File: config.mk
export PLATFORM = sky130hd
export DESIGN_NAME = palette_access_ctrl
export DESIGN_NICKNAME = d
export VERILOG_FILES = /design/src/rtl/palette_access_ctrl.sv
export SDC_FILE = /design/constraint.sdc
export NUM_CORES = 1
export LEC_CHECK = 0
export ABC_AREA = 0
export CAP_MARGIN = 40
export CORE_MARGIN = 8
export CORE_UTILIZATION = 45
export DETAILED_ROUTE_END_ITERATION = 16
export GPL_TIMING_DRIVEN = 0
export PLACE_DENSITY = 0.71
export SETUP_SLACK_MARGIN = 0.15
export SYNTH_ARGS = -nofsm -noshare
export SYNTH_HDL_FRONTEND = slang
export SYNTH_SLANG_ARGS = --single-unit
File: constraint.sdc
create_clock -name CLK -period 2.2 [get_ports CLK]
set_input_delay 0.44 -clock CLK [delete_from_list [all_inputs] [get_ports CLK]]
set_output_delay 0.44 -clock CLK [all_outputs]
set_load 0.01 [all_outputs]
File: src/rtl/palette_access_ctrl.sv
`default_nettype none
// ============================================================================
//  Module      : palette_access_ctrl
//  Description : Sequences CPU two-byte palette writes, video lookups and
//                default-palette reloads onto the shared palette RAM port.
//  Revision    : 1.0 - initial release
// ============================================================================
module palette_access_ctrl #(
    parameter int IDX_W  = 8,
    parameter int INIT_N = 16
) (
    input  logic             CLK,
    input  logic             RESET,
    input  logic             PTR_WE,
    input  logic [IDX_W-1:0] PTR_DATA,
    input  logic             CPU_WE,
    input  logic [7:0]       CPU_DATA,
    input  logic             INIT_REQ,
    input  logic             VID_REQ,
    input  logic [IDX_W-1:0] VID_ADR,
    output logic [IDX_W-1:0] RAM_ADR,
    output logic             RAM_WE_RB,
    output logic             RAM_WE_G,
    output logic [7:0]       RAM_DBO_RB,
    output logic [7:0]       RAM_DBO_G,
    output logic             VID_VALID,
    output logic             BUSY,
    output logic [IDX_W-1:0] PTR
);

    localparam logic [0:0]       c_ST_IDLE   = 1'b0;
    localparam logic [0:0]       c_ST_INIT   = 1'b1;
    localparam logic [IDX_W-1:0] c_INIT_LAST = IDX_W'(INIT_N - 1);

    logic [0:0]       r_state;
    logic [IDX_W-1:0] r_cnt;
    logic             r_phase_second;
    logic [7:0]       r_rb_hold;
    logic [IDX_W-1:0] r_ptr;
    logic             r_pend;
    logic [IDX_W-1:0] r_pend_adr;
    logic [7:0]       r_pend_rb;
    logic [7:0]       r_pend_g;
    logic [IDX_W-1:0] r_adr_hold;
    logic             r_vid_valid;
    logic             r_busy;

    logic [IDX_W-1:0] w_adr;
    logic             w_we;
    logic [7:0]       w_rb;
    logic [7:0]       w_g;
    logic             w_commit;
    logic             w_init_wr;
    logic             w_capture;
    logic             w_pend_nxt;
    logic [0:0]       w_state_nxt;
    logic [IDX_W-1:0] w_cnt_nxt;

    // Default palette: {R/B byte, G byte}; entries beyond 15 reload as black.
    function automatic logic [15:0] f_default(input logic [IDX_W-1:0] idx);
        logic [15:0] v;
        v = 16'h0000;
        if (int'(idx) < 16) begin
            case (idx[3:0])
                4'h0:    v = 16'h00_00;
                4'h1:    v = 16'h00_00;
                4'h2:    v = 16'h11_06;
                4'h3:    v = 16'h33_07;
                4'h4:    v = 16'h26_01;
                4'h5:    v = 16'h37_03;
                4'h6:    v = 16'h52_01;
                4'h7:    v = 16'h27_06;
                4'h8:    v = 16'h62_01;
                4'h9:    v = 16'h63_03;
                4'hA:    v = 16'h52_06;
                4'hB:    v = 16'h63_06;
                4'hC:    v = 16'h11_04;
                4'hD:    v = 16'h55_02;
                4'hE:    v = 16'h55_05;
                default: v = 16'h77_07;
            endcase
        end
        return v;
    endfunction

    // Video owns the port whenever it asks; reload and commits fill idle cycles.
    always_comb begin
        w_adr     = r_adr_hold;
        w_we      = 1'b0;
        w_rb      = 8'h00;
        w_g       = 8'h00;
        w_commit  = 1'b0;
        w_init_wr = 1'b0;
        if (RESET) begin
            w_adr = '0;
        end else if (VID_REQ) begin
            w_adr = VID_ADR;
        end else if (r_state == c_ST_INIT) begin
            w_adr       = r_cnt;
            w_we        = 1'b1;
            {w_rb, w_g} = f_default(r_cnt);
            w_init_wr   = 1'b1;
        end else if (r_pend) begin
            w_adr    = r_pend_adr;
            w_we     = 1'b1;
            w_rb     = r_pend_rb;
            w_g      = r_pend_g;
            w_commit = 1'b1;
        end
    end

    assign w_capture = CPU_WE & ~PTR_WE & r_phase_second & ~r_busy;

    always_comb begin
        w_pend_nxt  = r_pend;
        w_state_nxt = r_state;
        w_cnt_nxt   = r_cnt;
        if (w_commit)  w_pend_nxt = 1'b0;
        if (w_capture) w_pend_nxt = 1'b1;
        if (INIT_REQ) begin
            w_pend_nxt  = 1'b0;
            w_state_nxt = c_ST_INIT;
            w_cnt_nxt   = '0;
        end else if (w_init_wr) begin
            if (r_cnt == c_INIT_LAST) w_state_nxt = c_ST_IDLE;
            w_cnt_nxt = r_cnt + 1'b1;
        end
    end

    always_ff @(posedge CLK) begin
        if (RESET) begin
            r_state        <= c_ST_IDLE;
            r_cnt          <= '0;
            r_phase_second <= 1'b0;
            r_rb_hold      <= 8'h00;
            r_ptr          <= '0;
            r_pend         <= 1'b0;
            r_pend_adr     <= '0;
            r_pend_rb      <= 8'h00;
            r_pend_g       <= 8'h00;
            r_adr_hold     <= '0;
            r_vid_valid    <= 1'b0;
            r_busy         <= 1'b0;
        end else begin
            r_state     <= w_state_nxt;
            r_cnt       <= w_cnt_nxt;
            r_pend      <= w_pend_nxt;
            r_adr_hold  <= w_adr;
            r_vid_valid <= VID_REQ;
            r_busy      <= w_pend_nxt | (w_state_nxt == c_ST_INIT);

            if (PTR_WE) begin
                r_ptr          <= PTR_DATA;
                r_phase_second <= 1'b0;
            end else if (CPU_WE) begin
                if (!r_phase_second) begin
                    r_rb_hold      <= CPU_DATA;
                    r_phase_second <= 1'b1;
                end else begin
                    r_phase_second <= 1'b0;
                    if (!r_busy) begin
                        r_pend_adr <= r_ptr;
                        r_pend_rb  <= r_rb_hold;
                        r_pend_g   <= CPU_DATA & 8'h07;
                        r_ptr      <= r_ptr + 1'b1;
                    end
                end
            end
            // A reload request resynchronises the byte protocol.
            if (INIT_REQ) r_phase_second <= 1'b0;
        end
    end

    assign RAM_ADR    = w_adr;
    assign RAM_WE_RB  = w_we;
    assign RAM_WE_G   = w_we;
    assign RAM_DBO_RB = w_rb;
    assign RAM_DBO_G  = w_g;
    assign VID_VALID  = r_vid_valid;
    assign BUSY       = r_busy;
    assign PTR        = r_ptr;

endmodule
`default_nettype wire

==> impl_results.md, run 1 <==
- Initial Util: 45.8%
- Setup crit start kind: flip-flop
- CP max FO: 4
- Slew @ Worst Pin: 532 ps
- Clock Latency Late Sink: 350 ps
- Area Growth Syn to Fin: 40.6%
- Failing checks: negative setup slack
- IO Pins: 66
- Row Count: 30
- Syn Inst Count: 355
- Xor and xnor area share after synthesis: 5.12%
- Largest net degree at the start of global routing: 14
- Largest family of logic cells by synthesized area: simple AND/OR/NAND/NOR gates
- Diode count: 0
- Max IR drop VDD: 336 uV
- Distinct cells, synth: 51
- Ratio of cells with drive above 1 in the final layout: 25.7%
- Max-slew headroom: 64.5%
- DRT iter0 DRCs: 139
- Root Buffer: clkbuf_8
- Final core utilization: 64.4%
- # port buffers: 60
- Max Cap Viol: 0
- Leak: 1.82 nW
- Die Wd: 98.7 um
- WP buf/inv: 2
- Total GRT Usage: 17.5%
- First-pass GRT wire length: 13700 um
- Cell Pwr Density: 652 nW/um2
- Adder-cell area share of the yosys netlist: 3.25%
- Nets: 493
- CTS tree: yes
- Placement Setup Slack: -1110 ps
- Final worst path period share: 107%
- RSZ-0062 raised after global routing: true
- Yosys reg bits: 65
- Cts hold-fix bufs: 0
- Drt drc: 0
- Die area: 9740 um2
- Drt pass-1 iters: 4
- Arrival time at the worst endpoint: 1900 ps
- Area fraction in compound gates after synthesis: 11.1%
- Hold Crit Class: reg -> reg
- Final Critical Period: 2340 ps
- Final WL: 8160 um
- Endpoints failing setup: 9
- Kind of cell adding the most delay to the critical path: simple AND/OR/NAND/NOR gates
- Most common cell after layout, fill and taps aside: dfxtp_1
- H-tree lvl count: 3
- Synth Cell Area: 3080 um2
- Status: finished, violations left
- Worst Setup Slack, final: -143 ps
- Endpoint class of the critical path: output pin
- DP Area: 3790 um2
- Average size of a mapped cell: 8.67 um2
- Vias in the first global route: 2825
- Fmax: 427 MHz
- CP cell instances: or4_4 -> nor3_4 -> and2_4 -> buf_6 -> a22o_1 -> buf_2
- CTS max path bufs: 2
- Core area: 6720 um2
- Seq/Total Area, Yosys: 42.3%
- Critical path class: reg -> out
- Final hold slack: 465 ps
- Mux contribution to synthesized area: 10.6%
- Pins Over Slew Limit: 0
- Clk_skew: 8.04 ps
- Leading cell types in the layout, fill and taps excluded: dfxtp_1, nand2_1, nor2_1, clkdlybuf4s50_1, a21oi_1
- Worst path slowest cell: or4_4
- Wire per inst: 15.1 um
- Num CTS Buffers: 9
- Worst Path Required: 1760 ps
- Post-Layout Inst Area: 4330 um2
- Initial antenna violation count: 0
- Final hold vios: 0
- Crit path largest cell delay: 540 ps
- Via count: 2732
- Global route overflow: 0
- Reg clk slew, reported paths: 80 ps
- Die height: 98.7 um
- Simple-Gate Fraction of Synth Area: 22.0%
- Num Clock Sinks: 65
- Vias/cell: 5.06
- Dpl hpwl: 5650 um
- RD Place Congestion: 0.811
- ANT nets after route: 0
- TNS Setup: -1200 ps
- Ys Warns: 0
==> routing by layer <==
layer / routed length [um] / vias to the layer above / GRT usage, %
li1: - / 1384 / -
met1: 3660 / 1265 / 21.0
met2: 3900 / 72 / 28.6
met3: 479 / 11 / 5.43
met4: 116 / 0 / 6.38
met5: 0 / - / 0
==> layout make-up <==
class                   instances  area (um2)
plain buffers                  26         194
well taps                      80         100
inverters                       7        28.8
fillers                       562        2390
clock inverters                 7         125
repair buffers                 86         714
clock buffers                   9         124
multi-input cells             260        1730
flip-flops and latches         65        1310
==> cells by family (layout without fill, tap and decap cells) <==
group	count (synthesis)	count (layout)
compound gates	55	55
xor+xnor	18	18
fa+ha+maj	8	8
buf+inv	34	135
flops	65	65
mux	32	32
other cells	1	5
simple gates	142	142
==> power by group <==
part | switching [mW] | internal, mW
Clock | 0.506 | 0.764
Combinational | 0.142 | 0.179
Sequential | 0.0256 | 1.20
Total | 0.673 | 2.15
==> cell usage after synthesis, drive strengths merged <==
| master | instances | area [um2] |
|---|---|---|
| nor2b | 2 | 12.5 |
| a21oi | 28 | 140 |
| nand2b | 3 | 21.3 |
| and3 | 4 | 25.0 |
| nand3b | 3 | 22.5 |
| nor4b | 1 | 8.76 |
| nand2 | 51 | 194 |
| and4b | 1 | 10.0 |
| or4 | 1 | 7.51 |
| a22oi | 1 | 7.51 |
| and4 | 1 | 8.76 |
| dfxtp | 65 | 1300 |
| ha | 8 | 100 |
| nor2 | 48 | 185 |
| o31a | 1 | 8.76 |
| xor2 | 10 | 87.6 |
| a211oi | 1 | 12.5 |
| nand4 | 4 | 25.0 |
| o21ai | 9 | 45.0 |
| mux2 | 1 | 11.3 |
| o22ai | 2 | 12.5 |
| or2b | 1 | 7.51 |
| or2 | 3 | 18.8 |
| mux2i | 31 | 314 |
| nor3b | 1 | 7.51 |
| nor3 | 5 | 30.0 |
| and2b | 1 | 7.51 |
| nand3 | 5 | 25.0 |
| a31oi | 2 | 12.5 |
| a22o | 9 | 78.8 |
| nand4b | 1 | 8.76 |
| buf | 20 | 115 |
| clkbuf | 7 | 26.3 |
| xnor2 | 8 | 70.1 |
| conb | 1 | 3.75 |
| inv | 7 | 28.8 |
| o21a | 1 | 7.51 |
| and2 | 5 | 31.3 |
| a311oi | 1 | 15.0 |
| nor4 | 1 | 21.3 |
==> path summary, 6_finish.rpt <==
path | from | end | slack [ps] | depth (start not counted)
setup / recovery | r_cnt[7] | RAM_DBO_RB[1] | -140 | 6
hold / removal | r_rb_hold[3] | r_pend_rb[3] | 470 | 2
setup reg to reg | r_pend | r_adr_hold[0] | 240 | 13
hold reg to reg | r_rb_hold[3] | r_pend_rb[3] | 470 | 2
==> stage by stage <==
stage	cells	power, mW
6_report	540	2.82
5_1_grt	540	2.93
4_1_cts	540	2.81
3_5_place_dp	499	1.51
3_3_place_gp	499	1.51
2_1_floorplan	359	1.38
==> worst register-to-register path, cell delays in order (launching register included) <==
cell and delay [ps]:
dfxtp_4 360, buf_6 140, mux2i_4 200, o21ai_4 170, mux2i_2 90, buf_4 140, buf_6 100, buf_6 100
buf_4 120, buf_4 120, buf_6 110, buf_6 100, buf_6 110, nor2_4 50
==> repair_timing <==
action,4_1_cts,5_1_grt
gates cloned,2,0
hold endpoints to repair,0,0
setup endpoints to repair,27,28
buffers inserted,23,1
gates resized for setup,128,26
pin swaps,8,13
No activity file was read; power rests on OpenSTA's default activity.
==> run 2: changes to the inputs <==
--- a/config.mk
+++ b/config.mk
@@ -10,6 +10,6 @@
 export CORE_MARGIN = 8
-export CORE_UTILIZATION = 45
+export CORE_UTILIZATION = 51
 export DETAILED_ROUTE_END_ITERATION = 16
 export GPL_TIMING_DRIVEN = 0
-export PLACE_DENSITY = 0.71
+export PLACE_DENSITY = 0.79
 export SETUP_SLACK_MARGIN = 0.15
==> constraint.sdc (replaced) <==
create_clock -name CLK -period 2.2 [get_ports CLK]
set_input_delay 0.66 -clock CLK [delete_from_list [all_inputs] [get_ports CLK]]
set_output_delay 0.66 -clock CLK [all_outputs]
set_load 0.01 [all_outputs]
==> run 2 against run 1 <==
- design area increased by 2.7%
- the run still ends with negative setup slack left
- fmax decreased by 10%
- worst setup slack got worse by 270 ps
- clock power decreased by 9%
- highest routed layer unchanged
==> impl_results.md, run 2 (synthesized netlist as in run 1, its figures left out) <==
- Status: finished, violations left
- Failing checks: negative setup slack
- Critical path class: in -> out
- Die Wd: 93.7 um
- Max Cap Viol: 0
- Final WL: 8810 um
- Worst Path Required: 1540 ps
- Row Count: 28
- CTS tree: yes
- Via count: 2868
- Drt pass-1 iters: 4
- ANT nets after route: 0
- DRT iter0 DRCs: 143
- Ratio of cells with drive above 1 in the final layout: 29.2%
- Vias in the first global route: 2936
- Wire per inst: 16.3 um
- DP Area: 3850 um2
- Vias/cell: 5.30
- Final hold vios: 0
- TNS Setup: -4510 ps
- Global route overflow: 0
- Dpl cells: 494
- Leading cell types in the layout, fill and taps excluded: dfxtp_1, nand2_1, nor2_1, clkdlybuf4s50_1, buf_4
- # port buffers: 60
- Placement Setup Slack: -1400 ps
- Endpoint class of the critical path: output pin
- Die height: 93.7 um
- Max-slew headroom: 62.2%
- Root Buffer: clkbuf_8
- Num CTS Buffers: 9
- Fillers: 387
- CTS max path bufs: 2
- Cell Pwr Density: 616 nW/um2
- Slew @ Worst Pin: 568 ps
- Total GRT Usage: 20.8%
- Initial antenna violation count: 0
- Worst Setup Slack, final: -414 ps
- Core area: 5890 um2
- CP max FO: 6
- Diode count: 0
- Setup crit start kind: input port
- IO Pins: 66
- Final core utilization: 75.5%
- Clock Latency Late Sink: 350 ps
- RSZ-0062 raised after global routing: true
- Endpoints failing setup: 19
- Initial Util: 52.3%
- Leak: 1.88 nW
- Fmax: 382 MHz
- Pins Over Slew Limit: 0
- Area Growth Syn to Fin: 44.4%
- Final worst path period share: 119%
- Arrival time at the worst endpoint: 1950 ps
- Clk_skew: 9.94 ps
- Final Critical Period: 2610 ps
- Non-Filler Instances: 541
- Dpl hpwl: 5750 um
- Drt drc: 0
- Die area: 8770 um2
- First-pass GRT wire length: 14400 um
- Hold Crit Class: reg -> reg
- Num Clock Sinks: 65
- Largest net degree at the start of global routing: 14
- Nets: 499
- RD Place Congestion: 0.922
- Reg clk slew, reported paths: 80 ps
- H-tree lvl count: 3
- Most common cell after layout, fill and taps aside: dfxtp_1
- Max IR drop VDD: 498 uV
- Post-Layout Inst Area: 4440 um2
-- run 2: metrics by stage --
stage / hold slack, ps / power (mW)
3_5_place_dp: 441 / 1.52
2_1_floorplan: 431 / 1.39
3_3_place_gp: 437 / 1.52
5_1_grt: 486 / 2.83
6_report: 457 / 2.74
4_1_cts: 458 / 2.71
-- run 2: critical path, stage by stage --
cell,delay (ps)
buf_4,150
or4_4,430
nor3_4,150
and2_4,190
buf_6,110
a22o_1,130
buf_2,130
-- run 2: report_power, final --
part | switching, mW | total, mW | leakage (nW) | internal, mW
Combinational | 0.151 | 0.346 | 1.23 | 0.196
Sequential | 0.0279 | 1.23 | 0.532 | 1.21
Clock | 0.508 | 1.15 | 0.110 | 0.647
Total | 0.686 | 2.74 | 1.88 | 2.05
-- run 2: layer usage --
layer,vias up,GRT usage [%],wire length [um]
li1,1401,-,-
met1,1370,24.6,3740
met2,78,35.5,4470
met3,19,5.20,451
met4,0,7.79,151
met5,-,0,0
-- run 2: area by class of cell --
cell class | instances | area (um2) | share of cell area [%]
clock inverter | 7 | 103 | 2.31
clock buffer | 9 | 124 | 2.79
buffer | 27 | 226 | 5.10
multi-input combinational | 260 | 1750 | 39.4
timing repair buffer | 91 | 805 | 18.1
tap | 75 | 93.8 | 2.11
sequential | 65 | 1310 | 29.6
inverter | 7 | 28.8 | 0.648
-- run 2: final timing paths --
path | startpoint | endpoint | slack, ps | depth (start not counted)
max | RESET | RAM_DBO_RB[6] | -410 | 7
min | r_rb_hold[3] | r_pend_rb[3] | 460 | 2
max reg2reg | r_state | flip-flop | 280 | 9
min reg2reg | r_rb_hold[3] | r_pend_rb[3] | 460 | 2
-- run 2: timing repair --
action                                 CTS  global route
pin swaps                                9            12
gates cloned                             1             0
endpoints found under the hold margin    0             0
setup buffers                           26             4
setup endpoints to repair               46            34
hold buffers                             0             0
gates resized for setup                144            21
==> run 3: changes to the inputs <==
Settings changed: CORE_UTILIZATION 51 to 42, PLACE_DENSITY 0.79 to 0.67.
==> run 3 against run 2 <==
- the run still ends with negative setup slack left
- die area rose by 18%
- first-iteration DRC count shrank 25%
- clock skew decreased by 0.96 ps
- sequential share of layout area down 0.64 points
- largest cell class unchanged
- largest power group unchanged
- highest routed layer unchanged
==> impl_results.md, run 3 (synthesized netlist as in run 1, its figures left out) <==
- Largest net degree at the start of global routing: 14
- Root Buffer: clkbuf_8
- Critical Path Source: r_cnt[6]
- Global route overflow: 0
- Total GRT Usage: 16.5%
- Diode count: 0
- TNS Setup: -4720 ps
- H-tree lvl count: 3
- # port buffers: 60
- Worst r2r path cells: 8
- Pins Over Slew Limit: 0
- DP Area: 3880 um2
- Hold Crit Class: reg -> reg
- Area Growth Syn to Fin: 48.2%
- Placement Setup Slack: -1370 ps
- Flop2flop setup slack: 320 ps
- Logic pwr share: 13.4%
- Leading cell types in the layout, fill and taps excluded: dfxtp_1, nand2_1, nor2_1, buf_4, clkdlybuf4s50_1
- Final Critical Period: 2620 ps
- Via count: 2811
- R2r startpoint: r_cnt[1]
- Max Cap Viol: 0
- Status: finished, violations left
- RD Place Congestion: 0.811
- Final worst path period share: 119%
- Max IR drop VDD: 299 uV
- CTS max path bufs: 2
- Leak: 1.90 nW
- Num Clock Sinks: 65
- Final hold vios: 0
- Post-Layout Inst Area: 4560 um2
- CP max FO: 5
- CTS tree: yes
- Sw Share: 24.9%
- Vias in the first global route: 2736
- Internal power: 2.06 mW
- Reg clk slew, reported paths: 80 ps
- Die area: 10300 um2
- Initial Util: 42.9%
- Endpoints failing setup: 19
- Num CTS Buffers: 9
- Drt drc: 0
- Most common cell after layout, fill and taps aside: dfxtp_1
- CP cell instances: or4_4 -> nor3_4 -> and2_4 -> buf_6 -> a22o_1 -> buf_2
- Core area: 7180 um2
- Drt pass-1 iters: 5
- Clk_skew: 8.99 ps
- Final WL: 8540 um
- Psw: 0.684 mW
- Dpl hpwl: 5630 um
- IO Pins: 66
- Final hold slack: 453 ps
- Vias/cell: 4.92
- Total power draw: 2.75 mW
- Die height: 102 um
- Critical path class: reg -> out
- Wire per inst: 14.9 um
- Failing checks: negative setup slack
- Setup crit start kind: flip-flop
- Cell Pwr Density: 603 nW/um2
- DRT iter0 DRCs: 107
- Max-slew headroom: 63.1%
- Row Count: 31
- Crit path capture: RAM_DBO_G[2]
- Cts hold-fix bufs: 0
- Initial antenna violation count: 0
- Dpl cells: 518
- ANT nets after route: 0
- First-pass GRT wire length: 13300 um
- Fmax: 382 MHz
- Slew @ Worst Pin: 553 ps
- Ratio of cells with drive above 1 in the final layout: 30.3%
- Worst Setup Slack, final: -421 ps
- Nets: 505
- Clk pwr share: 41.8%
- Worst Path Required: 1540 ps
- Crit path largest cell delay: 540 ps
- Worst path slowest cell: or4_4
- RSZ-0062 raised after global routing: true
- Seq pwr share: 44.8%
- Endpoint class of the critical path: output pin
- Die Wd: 102 um
- Clock Latency Late Sink: 340 ps
- Arrival time at the worst endpoint: 1960 ps
- Non-Filler Instances: 571
- Final core utilization: 63.5%
run 3: cell types whose count changed in the layout (fill, tap and decap cells not counted), moves of 2 or more:
cell / previous run / this run
mux2i_2: 10 / 4
dfxtp_2: 7 / 5
mux2i_4: 1 / 6
buf_4: 30 / 38
buf_6: 14 / 11
dfxtp_4: 1 / 3
run 3: critical path, delay by kind of cell (launching register included):
kind	cells	cell delay, ps
and+or+nand+nor	3	870
DFF	1	360
buffers and inverters	2	250
AOI/OAI and AO/OA	1	130
run 3: what timing repair did:
item                                    in CTS  in global routing
gates resized for setup                    153                 17
endpoints found under the setup margin      46                 37
cloned                                       2                  1
setup buffers                               30                  4
pin swaps                                   13                  6
run 3: worst min path at each step:
stage	startpoint	endpoint	depth (start not counted)	slack (ps)
global route	r_pend_rb[7]	r_pend_rb[7]	2	470
CTS	r_rb_hold[7]	r_pend_rb[7]	2	450
finish	r_rb_hold[7]	r_pend_rb[7]	2	450
floorplan	r_rb_hold[0]	r_pend_rb[0]	2	430
detailed placement	r_rb_hold[7]	r_pend_rb[7]	2	440
global placement	r_rb_hold[7]	r_pend_rb[7]	2	440
run 3: area by class of cell:
| type | count | area [um2] |
|---|---|---|
| multi-input cells | 260 | 1790 |
| well taps | 99 | 124 |
| inverters | 7 | 28.8 |
| flip-flops and latches | 65 | 1320 |
| repair buffers | 97 | 848 |
| clock inverters | 7 | 103 |
| plain buffers | 27 | 224 |
| fillers | 570 | 2620 |
| clock buffers | 9 | 124 |
run 3: routing by layer:
layer / up-vias / track usage (%) / part of all wire (%)
li1: 1416 / - / -
met1: 1306 / 20.2 / 44
met2: 72 / 26.8 / 48
met3: 17 / 3.64 / 5.0
met4: 0 / 7.56 / 2.1
met5: - / 0 / 0
run 3: power by group through the flow:
stage | Sequential, mW | Clock, mW | Combinational [mW]
finish | 1.23 | 1.15 | 0.369
global route | 1.23 | 1.22 | 0.397
CTS | 1.23 | 1.16 | 0.347
detailed placement | 1.26 | 0 | 0.264
global placement | 1.26 | 0 | 0.261
floorplan | 1.26 | 0 | 0.134
